--- src/rtl/tela_pkg.sv ---
// Shared game-screen geometry and animator state encoding.
// Used by the victory-screen animator and the ship renderer.
package tela_pkg;

  localparam int H_VISIBLE    = 640;
  localparam int V_VISIBLE    = 480;
  localparam int SPRITE_CELLS = 11;

  localparam logic [1:0] ST_IDLE  = 2'd0;
  localparam logic [1:0] ST_ENTER = 2'd1;
  localparam logic [1:0] ST_HOVER = 2'd2;
  localparam logic [1:0] ST_LEAVE = 2'd3;

  typedef enum logic [1:0] {
    IDLE  = ST_IDLE,
    ENTER = ST_ENTER,
    HOVER = ST_HOVER,
    LEAVE = ST_LEAVE
  } anim_state_e;

  typedef enum logic {
    BOB_UP   = 1'b0,
    BOB_DOWN = 1'b1
  } bob_dir_e;

  // Top-left coordinate that centres a square sprite of 'side' pixels in 'span'.
  function automatic int center_of(input int span, input int side);
    return (span - side) / 2;
  endfunction

endpackage

--- src/rtl/vitoria_animador_if.sv ---
// Timing-in / position-out bundle between VGA timing, animator and renderer.
interface vitoria_animador_if;
  logic [9:0] h_counter;
  logic [9:0] v_counter;
  logic       start;
  logic       stop;
  logic [9:0] pos_X;
  logic [9:0] pos_Y;
  logic       active;
  logic       done;

  modport master (
    output h_counter, v_counter, start, stop,
    input  pos_X, pos_Y, active, done
  );

  modport slave (
    input  h_counter, v_counter, start, stop,
    output pos_X, pos_Y, active, done
  );
endinterface

--- src/rtl/vitoria_animador_frame_tick.sv ---
// One-clk frame strobe at the first clk of (h=0, v=V_MATCH), independent of
// how many clks the pixel counters dwell on that position.
module frame_tick #(
  parameter logic [9:0] V_MATCH = 10'd480
) (
  input  logic       clk,
  input  logic       reset,
  input  logic [9:0] h_counter,
  input  logic [9:0] v_counter,
  output logic       tick
);

  logic match;
  logic match_q;

  assign match = (h_counter == 10'd0) && (v_counter == V_MATCH);

  always_ff @(posedge clk or posedge reset) begin
    if (reset) match_q <= 1'b0;
    else       match_q <= match;
  end

  assign tick = match && !match_q;

endmodule

--- src/rtl/vitoria_animador.sv ---
// Victory-screen ship animator: slides the ship in from below, bobs it at
// screen centre, slides it back out on release. Moves only on frame ticks.
module vitoria_animador
  import tela_pkg::*;
#(
  parameter int SCALE     = 6,
  parameter int H_VISIBLE = tela_pkg::H_VISIBLE,
  parameter int V_VISIBLE = tela_pkg::V_VISIBLE,
  parameter int START_Y   = 480,
  parameter int STEP      = 8,
  parameter int BOB_AMP   = 4,
  parameter int BOB_DIV   = 4
) (
  input  logic               clk,
  input  logic               reset,
  vitoria_animador_if.slave  bus
);

  localparam int SIDE = SPRITE_CELLS * SCALE;
  localparam logic [9:0]  CENTER_X = 10'(center_of(H_VISIBLE, SIDE));
  localparam logic [9:0]  TARGET_Y = 10'(center_of(V_VISIBLE, SIDE));
  localparam logic [9:0]  START_Y10 = 10'(START_Y);
  localparam logic [10:0] TARGET11 = 11'(center_of(V_VISIBLE, SIDE));
  localparam logic [10:0] START11  = 11'(START_Y);
  localparam logic [10:0] STEP11   = 11'(STEP);
  localparam int BW = (BOB_AMP > 0) ? $clog2(BOB_AMP + 1) : 1;
  localparam int DW = (BOB_DIV > 1) ? $clog2(BOB_DIV) : 1;
  localparam logic [BW-1:0] AMP_W  = BW'(BOB_AMP);
  localparam logic [DW-1:0] DIV_LAST = DW'(BOB_DIV - 1);

  anim_state_e   state_q, state_d;
  logic [9:0]    pos_y_q, pos_y_d;
  logic [BW-1:0] bob_off_q, bob_off_d, bob_nxt;
  bob_dir_e      bob_dir_q, bob_dir_d;
  logic [DW-1:0] div_cnt_q, div_cnt_d;
  logic          active_q, active_d;
  logic          done_q, done_d;
  logic          tick;
  logic [10:0]   y_up, y_dn;

  frame_tick #(.V_MATCH(10'(V_VISIBLE))) u_tick (
    .clk       (clk),
    .reset     (reset),
    .h_counter (bus.h_counter),
    .v_counter (bus.v_counter),
    .tick      (tick)
  );

  // 11-bit so the saturation compares never see a wrapped value.
  assign y_up = {1'b0, pos_y_q} - STEP11;
  assign y_dn = {1'b0, pos_y_q} + STEP11;

  always_ff @(posedge clk or posedge reset) begin
    if (reset) begin
      state_q   <= IDLE;
      pos_y_q   <= START_Y10;
      bob_off_q <= '0;
      bob_dir_q <= BOB_UP;
      div_cnt_q <= '0;
      active_q  <= 1'b0;
      done_q    <= 1'b0;
    end else begin
      state_q   <= state_d;
      pos_y_q   <= pos_y_d;
      bob_off_q <= bob_off_d;
      bob_dir_q <= bob_dir_d;
      div_cnt_q <= div_cnt_d;
      active_q  <= active_d;
      done_q    <= done_d;
    end
  end

  always_comb begin
    state_d   = state_q;
    pos_y_d   = pos_y_q;
    bob_off_d = bob_off_q;
    bob_dir_d = bob_dir_q;
    div_cnt_d = div_cnt_q;
    done_d    = 1'b0;
    bob_nxt   = bob_off_q;

    case (state_q)
      IDLE: begin
        pos_y_d = START_Y10;
        if (bus.start) state_d = ENTER;
      end

      ENTER: begin
        if (bus.stop) begin
          state_d = LEAVE;
        end else if (tick) begin
          if (y_up <= TARGET11) begin
            pos_y_d   = TARGET_Y;
            state_d   = HOVER;
            bob_off_d = '0;
            bob_dir_d = BOB_UP;
            div_cnt_d = '0;
          end else begin
            pos_y_d = y_up[9:0];
          end
        end
      end

      HOVER: begin
        if (bus.stop) begin
          state_d = LEAVE;
        end else if (tick) begin
          if (div_cnt_q == DIV_LAST) begin
            div_cnt_d = '0;
            // Triangle wave: reverse on reaching either end, no extra dwell.
            if (bob_dir_q == BOB_UP) begin
              bob_nxt = bob_off_q + 1'b1;
              if (bob_nxt == AMP_W) bob_dir_d = BOB_DOWN;
            end else begin
              bob_nxt = bob_off_q - 1'b1;
              if (bob_nxt == '0) bob_dir_d = BOB_UP;
            end
            bob_off_d = bob_nxt;
            pos_y_d   = TARGET_Y - 10'(bob_nxt);
          end else begin
            div_cnt_d = div_cnt_q + 1'b1;
          end
        end
      end

      LEAVE: begin
        if (tick) begin
          if (y_dn >= START11) begin
            pos_y_d = START_Y10;
            state_d = IDLE;
            done_d  = 1'b1;
          end else begin
            pos_y_d = y_dn[9:0];
          end
        end
      end

      default: state_d = IDLE;
    endcase

    active_d = (state_d != IDLE);
  end

  assign bus.pos_X  = CENTER_X;
  assign bus.pos_Y  = pos_y_q;
  assign bus.active = active_q;
  assign bus.done   = done_q;

endmodule
--- src/flat_wrapper.sv ---
// flat-port wrapper written by rule: the top's interface ports become plain ports
module vitoria_animador_flat import tela_pkg::*;
#(
  parameter int SCALE     = 6,
  parameter int H_VISIBLE = tela_pkg::H_VISIBLE,
  parameter int V_VISIBLE = tela_pkg::V_VISIBLE,
  parameter int START_Y   = 480,
  parameter int STEP      = 8,
  parameter int BOB_AMP   = 4,
  parameter int BOB_DIV   = 4
)
  (clk, reset, bus_h_counter, bus_v_counter, bus_start, bus_stop, bus_pos_X, bus_pos_Y, bus_active, bus_done);
  vitoria_animador_if bus_i ();
  input  logic clk;
  input  logic reset;
  input wire logic [$bits(bus_i.h_counter)-1:0] bus_h_counter;
  input wire logic [$bits(bus_i.v_counter)-1:0] bus_v_counter;
  input wire logic [$bits(bus_i.start)-1:0] bus_start;
  input wire logic [$bits(bus_i.stop)-1:0] bus_stop;
  output wire logic [$bits(bus_i.pos_X)-1:0] bus_pos_X;
  output wire logic [$bits(bus_i.pos_Y)-1:0] bus_pos_Y;
  output wire logic [$bits(bus_i.active)-1:0] bus_active;
  output wire logic [$bits(bus_i.done)-1:0] bus_done;
  assign bus_i.h_counter = bus_h_counter;
  assign bus_i.v_counter = bus_v_counter;
  assign bus_i.start = bus_start;
  assign bus_i.stop = bus_stop;
  assign bus_pos_X = bus_i.pos_X;
  assign bus_pos_Y = bus_i.pos_Y;
  assign bus_active = bus_i.active;
  assign bus_done = bus_i.done;
  vitoria_animador #(.SCALE(SCALE), .H_VISIBLE(H_VISIBLE), .V_VISIBLE(V_VISIBLE), .START_Y(START_Y), .STEP(STEP), .BOB_AMP(BOB_AMP), .BOB_DIV(BOB_DIV)) u_core (.clk(clk), .reset(reset), .bus(bus_i));
endmodule
--- config.mk ---
export PLATFORM = sky130hd
export DESIGN_NAME = vitoria_animador_flat
export DESIGN_NICKNAME = d
export VERILOG_FILES = /design/src/rtl/tela_pkg.sv /design/src/rtl/vitoria_animador_if.sv /design/src/rtl/vitoria_animador_frame_tick.sv /design/src/rtl/vitoria_animador.sv /design/src/flat_wrapper.sv
export SDC_FILE = /design/constraint.sdc
export NUM_CORES = 1
export LEC_CHECK = 0
export ABC_AREA = 1
export BUFFER_PORTS_ARGS = -buffer_cell sky130_fd_sc_hd__buf_2
export CAP_MARGIN = 0
export CORE_MARGIN = 2
export CORE_UTILIZATION = 41
export DETAILED_ROUTE_END_ITERATION = 6
export PLACE_DENSITY = 0.73
export SYNTH_ARGS = -nofsm -noshare
export SYNTH_HDL_FRONTEND = slang
export SYNTH_HIERARCHICAL = 1
export SYNTH_SLANG_ARGS = --single-unit
--- constraint.sdc ---
create_clock -name clk -period 4.4 [get_ports clk]
set_input_delay 0.44 -clock clk [delete_from_list [all_inputs] [get_ports clk]]
set_output_delay 0.44 -clock clk [all_outputs]
set_load 0.005 [all_outputs]
After elaboration in Yosys (flattened, before gate mapping)
Cells that the tools add are included.

storage, ports and cells
  register bits after elaboration = 21
  bits of input ports = 24
  output and inout bits = 22
  logic and storage cells = 89

operators by class
  $add $sub $neg = 6
  $lt $le $gt $ge = 2
  equality and inequality tests = 13
  mux-type cells = 49
  reduce and logical (&&, ||, !) cells = 11

operator list
  cell                                                    count
  2-to-1 mux 10 bit                                       8
  one-hot mux 10 bit (4 select lines)                     1
  2-to-1 mux 3 bit                                        11
  2-to-1 mux 2 bit                                        13
  2-to-1 mux 1 bit                                        12
  AND reduction 6 bit                                     2
  adder 10 x 4 -> 11 bit (second input constant)          1
  >= comparator 11 x 9 -> 1 bit (second input constant)   1
  <= comparator 11 x 8 -> 1 bit (second input constant)   1
  subtractor 10 x 4 -> 11 bit (second input constant)     1
  == test 10 x 9 -> 1 bit (second input constant)         1
  logical NOT 10 bit                                      1
  inequality test 2 x 1 -> 1 bit (second input constant)  5
  subtractor 8 x 3 -> 9 bit (first input constant)        1
  one-hot mux 2 bit (4 select lines)                      1
  AND reduction 7 bit                                     1
  == test 2 bit (second input constant)                   3
  one-hot mux 3 bit (2 select lines)                      1
  inequality test 2 bit (second input constant)           2
  one-hot mux 2 bit (2 select lines)                      1
  nonzero test 2 bit                                      2
  adder 3 x 1 -> 3 bit (second input constant)            1
  == test 3 bit (second input constant)                   1
  logical NOT 3 bit                                       1
  other kinds (7)                                         8

Logic depth before layout (Yosys ltp)
  word-level depth = 11
  mapped depth = 15

Cells and area by module
Netlist, hierarchy kept.

by module, submodules not included
  module            instances  cells each  area each (µm²)  seq. area each (µm²)
  vitoria_animador  1          234         1750.4           505.5
  frame_tick        1          25          128.9            25.0

Least setup slack after synthesis
No wires, ideal clock.

  path kind = input to register
  from = in bus_h_counter[3]
  to = reg u_core.pos_y_q[8], in the netlist u_core/bus.pos_Y[8]
  setup time = 0.085 ns
  arrival time = 1.726 ns
  required time = 4.315 ns
  path slack = 2.589 ns
  stages on the path = 10
  buffers on the path = 1
  cells stage by stage = or2_1 > nor2_2 > nand3_2 > nor2_2 > a21oi_2 > nor3_4 > buf_6 > nand2_4 > a21oi_2 > a22oi_2

between the ends
  longest elaborated chain between the ends = 5

ends and longest elaborated chain
  item                                             line                               RTL
  start: declaration                               flat_wrapper.sv:16                 input wire logic [$bits(bus_i.h_counter)-1:0] bus_h_counter;
  logical NOT 10 bit (*)                           vitoria_animador_frame_tick.sv:16  assign match = (h_counter == 10'd0) && (v_counter == V_MATCH);
  logical AND 1 bit (*)                            vitoria_animador_frame_tick.sv:16
  logical AND 1 bit (*)                            vitoria_animador_frame_tick.sv:23  assign tick = match && !match_q;
  via u_core.tick                                  vitoria_animador.sv:38             logic tick;
  inequality test 2 x 1 -> 1 bit (no source line)  n/a
  AND reduction 6 bit (no source line) (*)         n/a
  end signal: assignment                           vitoria_animador.sv:64             pos_y_q <= pos_y_d;
  end: declaration                                 vitoria_animador.sv:32             logic [9:0] pos_y_q, pos_y_d;

Mark *: on every way through the listed nets, which the timed path passes. The rest lies on a longest branch.
A chain may end at the register's enable or synchronous reset.

Final worst setup path
  from = reg u_core.pos_y_q[3], in the netlist u_core/bus.pos_Y[3]
  to = reg u_core.bob_off_q[1]

between the ends
  longest elaborated chain between the ends = 4

ends and longest elaborated chain
  item                                             line                    RTL
  subtractor 10 x 4 -> 11 bit                      vitoria_animador.sv:50  assign y_up = {1'b0, pos_y_q} - STEP11;
  <= comparator 11 x 8 -> 1 bit                    vitoria_animador.sv:92  if (y_up <= TARGET11) begin
  inequality test 2 x 1 -> 1 bit (no source line)  n/a
  AND reduction 7 bit (no source line)             n/a
  end signal: assignment                           vitoria_animador.sv:65  bob_off_q <= bob_off_d;
  end: declaration                                 vitoria_animador.sv:33  logic [BW-1:0] bob_off_q, bob_off_d, bob_nxt;

Every way passes these cells.

==> reports/results.txt <==
port bufs -> 35
sequential area share after synthesis -> 28.23%
status -> finished clean
Remaining DRCs -> 0
Synth top area share -> 22.64%
Pwr per Cell Area -> 530.8 nW/um^2
peak supply drop -> 0.0001947 V
Initial DRC Count -> 91
final setup fails -> 0
LEAKAGE -> 0.001043 uW
fillers -> 457
maximum clock insertion buffer count -> 2
non-filler instance count after layout -> 344
fin nets -> 325
CP arrival -> 2.20 ns
area grow syn2layout -> 10.72%
final instance area -> 2081 um^2
TritonCTS Buffers -> 3
highest clock rate -> 497.6 MHz
die width -> 71.70 um
n_diodes -> 0
Psw -> 557.2 uW
die area -> 5141 um^2
largest net degree at the start of global routing -> 21
DP Cell Count -> 339
combinational share of power -> 55.3%
antenna-violating nets left -> 0
root buf cell -> clkbuf_8
mean number of vias per cell -> 4.738
Placed Area -> 2024 um^2
sequential power share -> 33.1%
Synth Instances -> 259
GR Util All Layers -> 16.44%
Syn Area/Cell -> 7.256 um^2
startpoint types -> register
die height -> 71.70 um
skew final -> 0.001274 ns
Yosys Warn Count -> 6
DRT Pass-1 Iters -> 4
final hold violation count -> 0
antenna violations before repair -> 0
Worst-Margin Slew -> 0.7600 ns
WS Path Type -> register to register
dpl hpwl -> 3.060 mm
Initial Util -> 42.87%
Final GP Congestion -> 0.9128
CTS tree -> done
Final min period -> 2.010 ns
Worst setup EP type -> register
top cells by area, synth -> dfrtp_1 23%, nand2_1 14%, inv_1 6.2%
switching share of total power -> 50.45%
final max-slew violation count -> 0
worst-path maximum fanout -> 10
Routed Wire Length -> 3.815 mm
Setup TNS Final -> 0 ns
WL/cell -> 11.09 um
Worst-Skew Late Latency -> 0.26 ns
Clk network pwr share -> 11.7%
period utilisation layout -> 45.68%
vias -> 1630
P_int -> 547.2 uW
Worst EP required -> 4.59 ns
CTS sink cnt -> 21
CTS clock-pin slew for the worst setup and hold paths -> 0.08 ns
first-pass GRT wire length -> 6.762 mm
H-Tree Depth -> 1
#FFs+latches synth -> 21
CORE AREA -> 4384 um^2
worst min path class -> input pin to register
number of global-route vias before repair -> 1503
layout cell share with drive strength beyond 1 -> 30.14%
RSZ-0062 raised after global routing -> no
Fin Hold WS -> 0.4775 ns
Synth Cell Area -> 1879 um^2
count of different cell masters after synthesis -> 37
Total Power -> 1104 uW
grt ovf -> 0
I/O pins -> 46
max_slew headroom -> 49.28%
num rows -> 24
max-cap violations -> 0
cell taking the most area after synthesis -> dfrtp_1
## stage by stage
stage | utilization, % | setup WS [ns]
final | 47.46 | 2.390
after floorplan | - | 2.589
after detailed placement | 46.18 | 2.186
after global placement | 46.18 | 2.228
after CTS | 47.46 | 2.390
after global routing | 47.46 | 2.190
## final cells by class
class	instances	area [um^2]	area share [%]
clock inverters	1	5.005	0.2405
repair buffers	36	185.2	8.900
inverters	37	141.4	6.795
multi-input cells	194	1112	53.46
clock buffers	3	41.29	1.984
flip-flops and latches	21	530.5	25.50
well taps	52	65.06	3.127
## placed cells by master, fill, tap and decap left out, types with 3 or more instances in the layout
master,instances
a21oi_2,3
buf_2,35
clkbuf_8,3
conb_1,10
dfrtp_1,17
dfstp_2,4
ha_1,8
inv_1,31
inv_2,5
nand2_1,71
nand2_2,7
nand3_1,19
nand3_2,4
nand4_1,4
nor2_1,20
nor2_2,7
nor2_4,3
o21ai_0,8
o21ai_1,8
or2_2,3
## logic make-up after synthesis
logic type	synth area share [%]
adders and majority gates	5.326
xor gates and xnor gates	0.9323
AOI/OAI and AO/OA	9.721
buffers and inverters	14.18
and+or+nand+nor	41.21
DFF	28.23
other	0.3996
## Yosys cell counts
cell,instances
conb_1,2
inv_1,31
nor2_2,7
a211oi_4,1
buf_6,4
dfstp_2,4
a22oi_2,2
or2_1,1
inv_4,1
or2_2,3
nand3b_1,1
nor3_1,1
xnor2_1,1
nand3_1,19
buf_2,1
xor2_1,1
nand2_4,2
nor2_1,20
inv_2,5
nand3_2,4
o21ai_1,8
nand4_1,4
o21ai_2,2
nand2_2,7
o2111ai_1,1
nor2_8,1
nand2_8,1
nand3_4,2
ha_1,8
nor3_4,1
nand2_1,71
a21oi_2,3
a21oi_1,1
dfrtp_1,17
nor2_4,3
buf_4,10
o21ai_0,8
## worst max-delay path: stages, from the launching register on
cell	delay, ns
dfrtp_1	0.57
inv_2	0.13
ha_1	0.30
inv_1	0.08
nand2_1	0.05
nand2_1	0.11
nor2_1	0.05
nand2_1	0.06
nand3_2	0.09
nand2_4	0.14
nand2_8	0.08
nand3_4	0.13
nand2_1	0.06
o21ai_1	0.08
## final timing paths
| check | cells after the start | end | startpoint | slack [ns] |
|---|---|---|---|---|
| hold / removal | 4 | u_core/state_q[0] | bus_start | 0.48 |
| hold reg to reg | 2 | u_core/bob_off_q[2] | u_core/bob_off_q[2] | 0.49 |
| min in group asynchronous | 3 | u_core/u_tick/match_q | reset | 0.54 |
| setup / recovery | 13 | u_core/bob_off_q[1] | u_core/bus.pos_Y[3] | 2.39 |
| max in group asynchronous | 3 | u_core/bus.pos_Y[3] | reset | 3.07 |
| setup reg to reg | 13 | u_core/bob_off_q[1] | u_core/bus.pos_Y[3] | 2.39 |
## repair_timing
action	CTS	global route
setup buffers	0	0
gates resized for setup	0	0
hold buffers	1	0
hold endpoints to repair	1	0
## state kept, by name, summed over array words and instances, names as in the netlist
register / flops
u_core/bob_off_q: 3
u_core/bob_dir_q: 1
u_core/bus.pos_Y: 10
u_core/u_tick/match_q: 1
u_core/bus.done: 1
u_core/div_cnt_q: 2
u_core/bus.active: 1
u_core/state_q: 2
## power by group through the flow
stage          combinational (uW)  sequential, uW  clock (uW)
3_3_place_gp                  598             369           0
4_1_cts                       611             368         135
5_1_grt                       687             380         141
3_5_place_dp                  607             372           0
2_1_floorplan                 559             307           0
6_report                      611             365         129
## layer usage
metal | wire [um] | share of wire, % | up-vias | track usage, %
met3 | 118 | 3.1 | 5 | 1.266
met5 | 0 | 0 | - | 0
met4 | 59 | 1.5 | 0 | 5.660
met1 | 1747 | 46 | 736 | 21.32
met2 | 1889 | 50 | 32 | 28.81
li1 | - | - | 857 | -
No activity file was read; power rests on OpenSTA's default activity.
